**config.mk**
```make
export PLATFORM = sky130hd
export DESIGN_NAME = fc_argmax_detect
export DESIGN_NICKNAME = d
export VERILOG_FILES = /design/src/rtl/fc_argmax_detect.sv
export SDC_FILE = /design/constraint.sdc
export NUM_CORES = 1
export LEC_CHECK = 0
export ABC_CLOCK_PERIOD_IN_PS = 31000
export BUFFER_PORTS_ARGS = -buffer_cell sky130_fd_sc_hd__clkbuf_2
export CAP_MARGIN = 30
export CORE_AREA = 2 2 417 419
export CTS_CLUSTER_SIZE = 28
export DETAILED_ROUTE_END_ITERATION = 6
export DIE_AREA = 0 0 419 421
export MAX_ROUTING_LAYER = met4
export RECOVER_POWER = 25
export SLEW_MARGIN = 40
export SYNTH_ARGS = -nofsm -noshare
export SYNTH_HDL_FRONTEND = slang
export SYNTH_SLANG_ARGS = --single-unit
```
**constraint.sdc**
```tcl
create_clock -name clk -period 31 [get_ports clk]
set_input_delay 4.65 -clock clk [delete_from_list [all_inputs] [get_ports clk]]
set_output_delay 4.65 -clock clk [all_outputs]
set_load 0.05 [all_outputs]
```
**src/rtl/fc_argmax_detect.sv**
```systemverilog
// fc_argmax_detect
//   Scans a captured score vector one element per clock, reports the
//   argmax class and its score, and declares a keyword once the same
//   non-silence class has won with a score at or above THRESHOLD for
//   HOLD_FRAMES consecutive frames.
//
// Ports
//   clk            : sole clock, rising edge
//   rst            : asynchronous reset, active low
//   data_in        : score vector, element k at [k*ACTIV_BITS +: ACTIV_BITS]
//   data_valid     : single-cycle frame strobe
//   ready          : high while idle (a new frame can be accepted)
//   class_idx      : argmax index of the last completed frame
//   max_score      : score at class_idx
//   result_valid   : one-cycle pulse marking a new class_idx/max_score
//   keyword_detect : one-cycle pulse when a keyword is declared
//   keyword_id     : class of the last declared keyword
//   overrun        : one-cycle pulse after a strobe arrived while busy
module fc_argmax_detect #(
    parameter int NUM_CLASSES = 64,
    parameter int ACTIV_BITS = 16,
    parameter logic signed [ACTIV_BITS-1:0] THRESHOLD = 16'sd256,
    parameter int HOLD_FRAMES = 3,
    parameter int SILENCE_CLASS = 0,
    localparam int IDX_W = $clog2(NUM_CLASSES)
) (
    input  logic                              clk,
    input  logic                              rst,
    input  logic [NUM_CLASSES*ACTIV_BITS-1:0] data_in,
    input  logic                              data_valid,
    output logic                              ready,
    output logic [IDX_W-1:0]                  class_idx,
    output logic [ACTIV_BITS-1:0]             max_score,
    output logic                              result_valid,
    output logic                              keyword_detect,
    output logic [IDX_W-1:0]                  keyword_id,
    output logic                              overrun
);

    typedef enum logic [1:0] {IDLE, SCAN, DECIDE} state_t;

    localparam logic [IDX_W-1:0] LAST_IDX = IDX_W'(NUM_CLASSES - 1);
    localparam logic [IDX_W-1:0] SIL_IDX  = IDX_W'(SILENCE_CLASS);
    localparam logic [3:0]       HOLD     = 4'(HOLD_FRAMES);

    state_t                  state_q;
    logic [ACTIV_BITS-1:0]   frame_q [NUM_CLASSES];
    logic [IDX_W-1:0]        scan_idx_q;
    logic [IDX_W-1:0]        run_idx_q;
    logic [ACTIV_BITS-1:0]   run_max_q;
    logic [IDX_W-1:0]        class_idx_q;
    logic [ACTIV_BITS-1:0]   max_score_q;
    logic                    result_valid_q;
    logic                    keyword_detect_q;
    logic [IDX_W-1:0]        keyword_id_q;
    logic                    overrun_q;
    logic [3:0]              hit_cnt_q;
    logic [3:0]              hit_cnt_d;
    logic [IDX_W-1:0]        last_class_q;

    logic signed [ACTIV_BITS-1:0] elem;
    logic                         hit;
    logic                         same_class;
    logic                         fire;

    // Hit evaluation works on the running result, which in DECIDE is the
    // final argmax of the frame about to be published.
    always_comb begin
        elem       = $signed(frame_q[scan_idx_q]);
        hit        = ($signed(run_max_q) >= THRESHOLD) && (run_idx_q != SIL_IDX);
        same_class = (run_idx_q == last_class_q);
        hit_cnt_d  = '0;
        fire       = 1'b0;
        if (hit) begin
            if (same_class) begin
                hit_cnt_d = (hit_cnt_q < HOLD) ? hit_cnt_q + 4'd1 : hit_cnt_q;
            end else begin
                hit_cnt_d = 4'd1;
            end
            // Fire only on arrival at HOLD; a saturated count for the same
            // class is already declared.
            fire = (hit_cnt_d == HOLD) && !(same_class && (hit_cnt_q == HOLD));
        end
    end

    // Frame storage needs no reset: it is only read after a capture.
    always_ff @(posedge clk) begin
        if ((state_q == IDLE) && data_valid) begin
            for (int unsigned k = 0; k < NUM_CLASSES; k++) begin
                frame_q[k] <= data_in[k*ACTIV_BITS +: ACTIV_BITS];
            end
        end
    end

    always_ff @(posedge clk or negedge rst) begin
        if (!rst) begin
            state_q          <= IDLE;
            scan_idx_q       <= '0;
            run_idx_q        <= '0;
            run_max_q        <= '0;
            class_idx_q      <= '0;
            max_score_q      <= '0;
            result_valid_q   <= 1'b0;
            keyword_detect_q <= 1'b0;
            keyword_id_q     <= '0;
            overrun_q        <= 1'b0;
            hit_cnt_q        <= '0;
            last_class_q     <= '0;
        end else begin
            result_valid_q   <= 1'b0;
            keyword_detect_q <= 1'b0;
            overrun_q        <= data_valid && (state_q != IDLE);
            case (state_q)
                IDLE: begin
                    if (data_valid) begin
                        state_q    <= SCAN;
                        scan_idx_q <= '0;
                    end
                end
                SCAN: begin
                    // Strictly greater keeps the lowest index on ties.
                    if ((scan_idx_q == '0) || (elem > $signed(run_max_q))) begin
                        run_max_q <= elem;
                        run_idx_q <= scan_idx_q;
                    end
                    if (scan_idx_q == LAST_IDX) begin
                        state_q <= DECIDE;
                    end else begin
                        scan_idx_q <= scan_idx_q + IDX_W'(1);
                    end
                end
                DECIDE: begin
                    state_q        <= IDLE;
                    result_valid_q <= 1'b1;
                    class_idx_q    <= run_idx_q;
                    max_score_q    <= run_max_q;
                    hit_cnt_q      <= hit_cnt_d;
                    if (hit) begin
                        last_class_q <= run_idx_q;
                    end
                    if (fire) begin
                        keyword_detect_q <= 1'b1;
                        keyword_id_q     <= run_idx_q;
                    end
                end
                default: state_q <= IDLE;
            endcase
        end
    end

    assign ready          = (state_q == IDLE);
    assign class_idx      = class_idx_q;
    assign max_score      = max_score_q;
    assign result_valid   = result_valid_q;
    assign keyword_detect = keyword_detect_q;
    assign keyword_id     = keyword_id_q;
    assign overrun        = overrun_q;

endmodule
```
==> results of run 1 <==
-- sequential cells by signal (all words and copies together) (netlist names) --
signal / cells
last_class_q: 6
overrun: 1
result_valid: 1
class_idx: 6
keyword_detect: 1
hit_cnt_q: 4
state_q: 2
run_idx_q: 6
max_score: 16
run_max_q: 16
scan_idx_q: 6
frame_q: 1024
keyword_id: 6
-- through the flow --
stage	instances	util (%)	total power, uW	cell area [um^2]	hold slack, ns
finish	5674	31.7	4860	54700	0.481
global route	5667	31.7	5070	54700	0.496
CTS	5643	31.6	4940	54600	0.488
detailed placement	5428	29.4	3530	50700	0.473
global placement	5424	29.3	3510	50600	0.467
floorplan	2104	-	2840	42600	0.465
-- routing by layer --
metal	vias up	global-route usage (%)
met5	-	-
met4	0	5.28
met3	202	3.84
met2	1230	32.3
met1	13200	24.8
li1	11000	-
-- cells by family after synthesis --
kind of cell / synth area share, %
DFF: 76.4
muxes: 14.5
AOI/OAI and AO/OA: 4.47
and+or+nand+nor: 2.00
buffers and inverters: 1.88
adders and majority gates: 0.558
xor gates and xnor gates: 0.185
-- synthesized netlist by cell type (all sizes together) (16+ instances only) --
| master | instances |
|---|---|
| nor2 | 18 |
| edfxtp | 1024 |
| mux2 | 31 |
| dfrtp | 71 |
| clkbuf | 55 |
| mux4 | 179 |
| ha | 19 |
| a21oi | 43 |
| a211oi | 16 |
| o221ai | 29 |
| inv | 24 |
| buf | 56 |
| o21ai | 44 |
| a22oi | 31 |
| nand2 | 127 |
| mux2i | 176 |
| o22ai | 21 |
-- worst paths after layout --
check / to / startpoint / cells after the start / slack (ns)
hold / removal: class_idx[5]$_DFFE_PN0P_ / class_idx[5]$_DFFE_PN0P_ / 2 / 0.48
setup reg to reg: run_max_q[6]$_DFFE_PN0P_ / scan_idx_q[2]$_DFFE_PN0P_ / 13 / 22.41
setup / recovery: run_max_q[6]$_DFFE_PN0P_ / scan_idx_q[2]$_DFFE_PN0P_ / 13 / 22.41
hold reg to reg: class_idx[5]$_DFFE_PN0P_ / class_idx[5]$_DFFE_PN0P_ / 2 / 0.48
min in group asynchronous: overrun$_DFF_PN0_ / rst / 2 / 4.02
max in group asynchronous: scan_idx_q[1]$_DFFE_PN0P_ / rst / 2 / 26.36
-- critical path, stage by stage (launching register included) --
cell       delay, ns
dfrtp_4         0.83
clkbuf_1        2.22
nand2_1         1.18
buf_4           0.56
o221ai_1        0.36
o21ai_0         0.28
a311oi_2        0.67
a21o_1          0.19
ha_1            0.15
a21oi_1         0.06
a2111oi_0       0.50
o31a_1          0.38
nand2b_2        0.59
mux2_2          0.41
-- report_power, final --
part           internal, uW  leakage [uW]  total, uW  switching (uW)
clock network           807       0.00186       1410             602
registers              1730        0.0102       1820            93.2
logic                   639       0.00831       1630             992
-- cell type report --
class / instances / area (um^2) / area share, %
sequential: 1095 / 32500 / 59.5
timing repair buffer: 1114 / 5900 / 10.8
antenna: 27 / 67.6 / 0.124
clock inverter: 75 / 754 / 1.38
tap: 2325 / 2910 / 5.32
clock buffer: 140 / 3080 / 5.63
multi-input combinational: 873 / 9350 / 17.1
inverter: 25 / 93.8 / 0.172
==> run_results.csv, run 1 <==
group,metric,value,unit
clock_tree,cts_buffers,117,
grt,grt_pass1_wl,226,mm
logic_synthesis,ys_seq_area_share,76.4,%
sta,slew_viol_final,96,
sta,fin_crit_sh,27.7,%
clock_tree,cts_root_buf,"clkbuf_16",
finish,nets,4272,
sta,relSlewSlack,-105,%
route,first_pass_iters,5,
clock_tree,ctsResizeCount,0,
hold_path,holdCritPathClass,"flop to flop",
sta,worst_slack,22.41,ns
clock_tree,clock_sinks,1095,
finish,layout_commonest_cell,"clkbuf_2",
critical_path,arrival,9.20,ns
floorplanning,ios,1059,
outcome,status,"complete, but fails checks",
floorplanning,die_w,419,um
floorplanning,rows,153,
outcome,violations,"capacitance limit, slew limit",
finish,area_delta_synth_final,28.5,%
grt,overflow,0,
floorplanning,core-area,172000,um^2
sta,setup_viol,0,
logic_synthesis,synth_area,42600,um^2
logic_synthesis,syn-num-nets,3150,
route,met2_length,86.3,mm
route,met1Wirelength,69.4,mm
route,top_layer,"met4",
clock_tree,cts_tree,"yes",
sta,min_period,8.59,ns
grt,first_global_vias,26100,
floorplanning,fp.dieArea,176000,um^2
logic_synthesis,synth_edf_count,1024,
clock_tree,hold_buffers,0,
placed_design,hpwl,133,mm
sta,rsz0062_at_grt,"false",
clock_tree,htree_levels,3,
sta,tns,0,ns
critical_path,crit_fanout,43,
clock_tree,insertion_delay,0.77,ns
grt,antenna_found_initial,61,
logic_synthesis,ys_types,63,
pwr,ir_drop,66.2,uV
logic_synthesis,yosysTopAreaCellShare,72.2,%
critical_path,worstSetupPathType,"flop to flop",
critical_path,critPathLaunchType,"flop",
clock_tree,cts_setup_buffers,0,
floorplanning,start_util,24.7,%
route,wirelength,172,mm
finish,num-fill-cells,16900,
logic_synthesis,async_flop_share,6.48,%
finish,layout-drive-gt1-share,46.2,%
route,route.detailed.drc,0,
finish,layout_common_cells,"1056 x clkbuf_2, 1024 x edfxtp_1, 179 x mux4_2",
route,route.met3.wl,12.3,mm
pwr,power_density,88.8,nW/um^2
placed_design,place_congestion,0.928,
logic_synthesis,yosysTopAreaCell,"edfxtp_1",
logic_synthesis,synth_seq_cells,1095,
sta,finalClockSkew,0.0336,ns
placed_design,port-buffer-count,1058,
sta,final_hold_viol_count,0,
sta,fmax,0.116,GHz
logic_synthesis,ys_warn_count,0,
critical_path,crit_path_end_kind,"flop",
clock_tree,clk_path_buf_depth,3,
logic_synthesis,synth_flop_cell,"edfxtp_1",
pwr,p_leak,0.0203,uW
route,first_iter_violations,2595,
grt,grt_max_degree,151,
logic_synthesis,synth.avg_cell_area,20.2,um^2
route,vias,25600,
flow_run,maxCapViolations,3,
route,wl_per_cell,30.3,um
placed_design,pre_cts_slack,22.88,ns
sta,tightestPinTransition,3.08,ns
clock_tree,clkTransAtPathRegs,0.07,ns
route,routed_via_density,4.51,
route,drtAntennaViolNets,0,
critical_path,required,31.62,ns
grt,track_usage,19.7,%
logic_synthesis,synthTopCellsByArea,"edfxtp_1 72%, mux4_2 9.5%, dfrtp_1 4.2%",
logic_synthesis,syn_inst,2104,
floorplanning,die_y,421,um
Note: power is estimated with default switching activity, not from simulation.
==> run 2: changes to the inputs <==
ABC_CLOCK_PERIOD_IN_PS = 8390   (was 31000)
clock period = 8.39 ns   (was 31 ns; I/O delays follow)
==> run 2 against run 1 <==
The flow now finishes without violations. Via count grew 0.52%. Clock power grew to 3.9 times the previous value. Sequential cell count is the same. Power grew to 3.7 times the previous value. Utilization grew 0.22 points. Sequential share of layout area shrank 0.42 points. Critical path depth grew 1. Global-route usage grew 0.53 points. Fmax grew 45%. Largest cell class unchanged. Highest routed layer unchanged.
==> run_results.csv, run 2 (same netlist as run 1, synthesis figures left out) <==
group,metric,value,unit
grt,grt_max_degree,167,
clock_tree,clock_sinks,1095,
finish,largest_reg_flops,1024,
finish,regMostFlops,"frame_q",
sta,tightestPinTransition,1.01,ns
sta,holdWs,0.481,ns
clock_tree,cts_setup_buffers,0,
sta,tns,0,ns
placed_design,dpl_cell_area,50800,um^2
critical_path,worstSetupStartpoint,"scan_idx_q[0]$_DFFE_PN0P_",
sta,slew_viol_final,0,
placed_design,hpwl,137,mm
floorplanning,core-area,172000,um^2
grt,first_global_vias,26400,
sta,final_hold_viol_count,0,
critical_path,arrival,6.57,ns
clock_tree,cts_buffers,130,
critical_path,reg2reg_depth,14,
critical_path,critPathLaunchType,"flop",
clock_tree,htree_levels,4,
route,first_pass_iters,5,
floorplanning,fp.dieArea,176000,um^2
pwr,ir_drop,203,uV
pwr,power_density,330,nW/um^2
route,first_iter_violations,2698,
pwr,p_leak,0.0205,uW
finish,layout_common_cells,"1045 x clkbuf_2, 1024 x edfxtp_1, 179 x mux4_2",
critical_path,crit_path_end_kind,"flop",
route,drtAntennaViolNets,0,
finish,stdcell_count,5704,
route,route.detailed.drc,0,
grt,overflow,0,
floorplanning,start_util,24.7,%
finish,nets,4281,
route,wl_per_cell,31.0,um
route,vias,25700,
clock_tree,ctsResizeCount,0,
grt,track_usage,20.2,%
critical_path,required,9.03,ns
finish,area_delta_synth_final,29.3,%
placed_design,port-buffer-count,1058,
sta,finalClockSkew,0.0398,ns
sta,rsz0062_at_grt,"false",
clock_tree,hold_buffers,0,
hold_path,hp-start,"max_score[9]$_DFFE_PN0P_",
sta,relSlewSlack,32.5,%
flow_run,maxCapViolations,0,
clock_tree,insertion_delay,0.79,ns
floorplanning,die_w,419,um
floorplanning,die_y,421,um
grt,antenna_found_initial,79,
finish,final_cell_area,55100,um^2
sta,min_period,5.93,ns
clock_tree,cts_tree,"yes",
finish,layout-drive-gt1-share,46.1,%
sta,setup_viol,0,
critical_path,r2r_start,"scan_idx_q[0]$_DFFE_PN0P_",
sta,fin_crit_sh,70.7,%
critical_path,crit_fanout,79,
hold_path,worstHoldPathCells,2,
finish,post-route-util,31.9,%
floorplanning,rows,153,
floorplanning,ios,1059,
finish,layout_commonest_cell,"clkbuf_2",
route,routed_via_density,4.51,
placed_design,place_congestion,0.919,
sta,fmax,0.169,GHz
clock_tree,cts_root_buf,"clkbuf_16",
critical_path,worstSetupPathType,"flop to flop",
hold_path,holdCritPathClass,"flop to flop",
route,wirelength,177,mm
clock_tree,clk_path_buf_depth,3,
outcome,status,"complete, no violations",
grt,grt_pass1_wl,230,mm
clock_tree,clkTransAtPathRegs,0.06,ns
placed_design,placed_cells,5426,
==> run 2: cell count changes in the layout (fill, tap and decap cells not counted), moves of 4 or more <==
cell       change
clkinv_4       -4
clkbuf_16     +12
clkbuf_1      +10
inv_6          +6
diode_2       +23
buf_4          -6
buf_12         +4
bufinv_16      -4
clkinv_8       +4
clkbuf_2      -11
==> run 2: path summary, 6_finish.rpt <==
kind	to	slack, ns
max in group asynchronous	scan_idx_q[1]$_DFFE_PN0P_	6.57
min	max_score[9]$_DFFE_PN0P_	0.48
min reg2reg	max_score[9]$_DFFE_PN0P_	0.48
min in group asynchronous	keyword_id[4]$_DFFE_PN0P_	0.66
max	run_max_q[2]$_DFFE_PN0P_	2.46
max reg2reg	run_max_q[2]$_DFFE_PN0P_	2.46
==> run 2: final cells by class <==
type                       count  area [um^2]
clock inverter                72          671
multi-input combinational    873         9400
sequential                  1095        32500
tap                         2325         2910
clock buffer                 154         3410
fill                       16800       117000
inverter                      25         97.6
timing repair buffer        1110         5920
antenna                       50          125
==> run 2: power by group <==
group,switching (uW),internal [uW],leakage (uW),total (uW)
Combinational,3650,2340,0.00830,5990
Clock,2360,3160,0.00199,5520
Sequential,284,6380,0.0102,6660
==> run 2: stage by stage <==
stage	power, uW	setup slack (ns)
final	18200	2.46
after detailed placement	12900	2.34
after floorplan	10300	1.95
after global placement	12900	1.24
after CTS	18500	2.28
after global routing	18900	2.10
==> run 2: layer usage <==
metal  wire length, um  track usage (%)  vias to the layer above
li1                  -                -                    11000
met1             70900             24.3                    13200
met3             13000             5.64                      221
met5                 0                -                        -
met4              5110             7.17                        0
met2             87800             32.4                     1263
==> run 2: worst max-delay path, stage by stage, from the launching register on <==
cell and delay (ns):
dfrtp_4 0.68, buf_12 0.53, mux4_2 0.58, nand2_1 0.16, a21oi_2 0.20, a311oi_2 0.68
o32ai_2 0.36, ha_1 0.39, nand3_1 0.11, nor4_1 0.40, a21boi_0 0.27, o31a_1 0.33
nand2b_1 0.19, buf_4 0.34, mux2_2 0.38
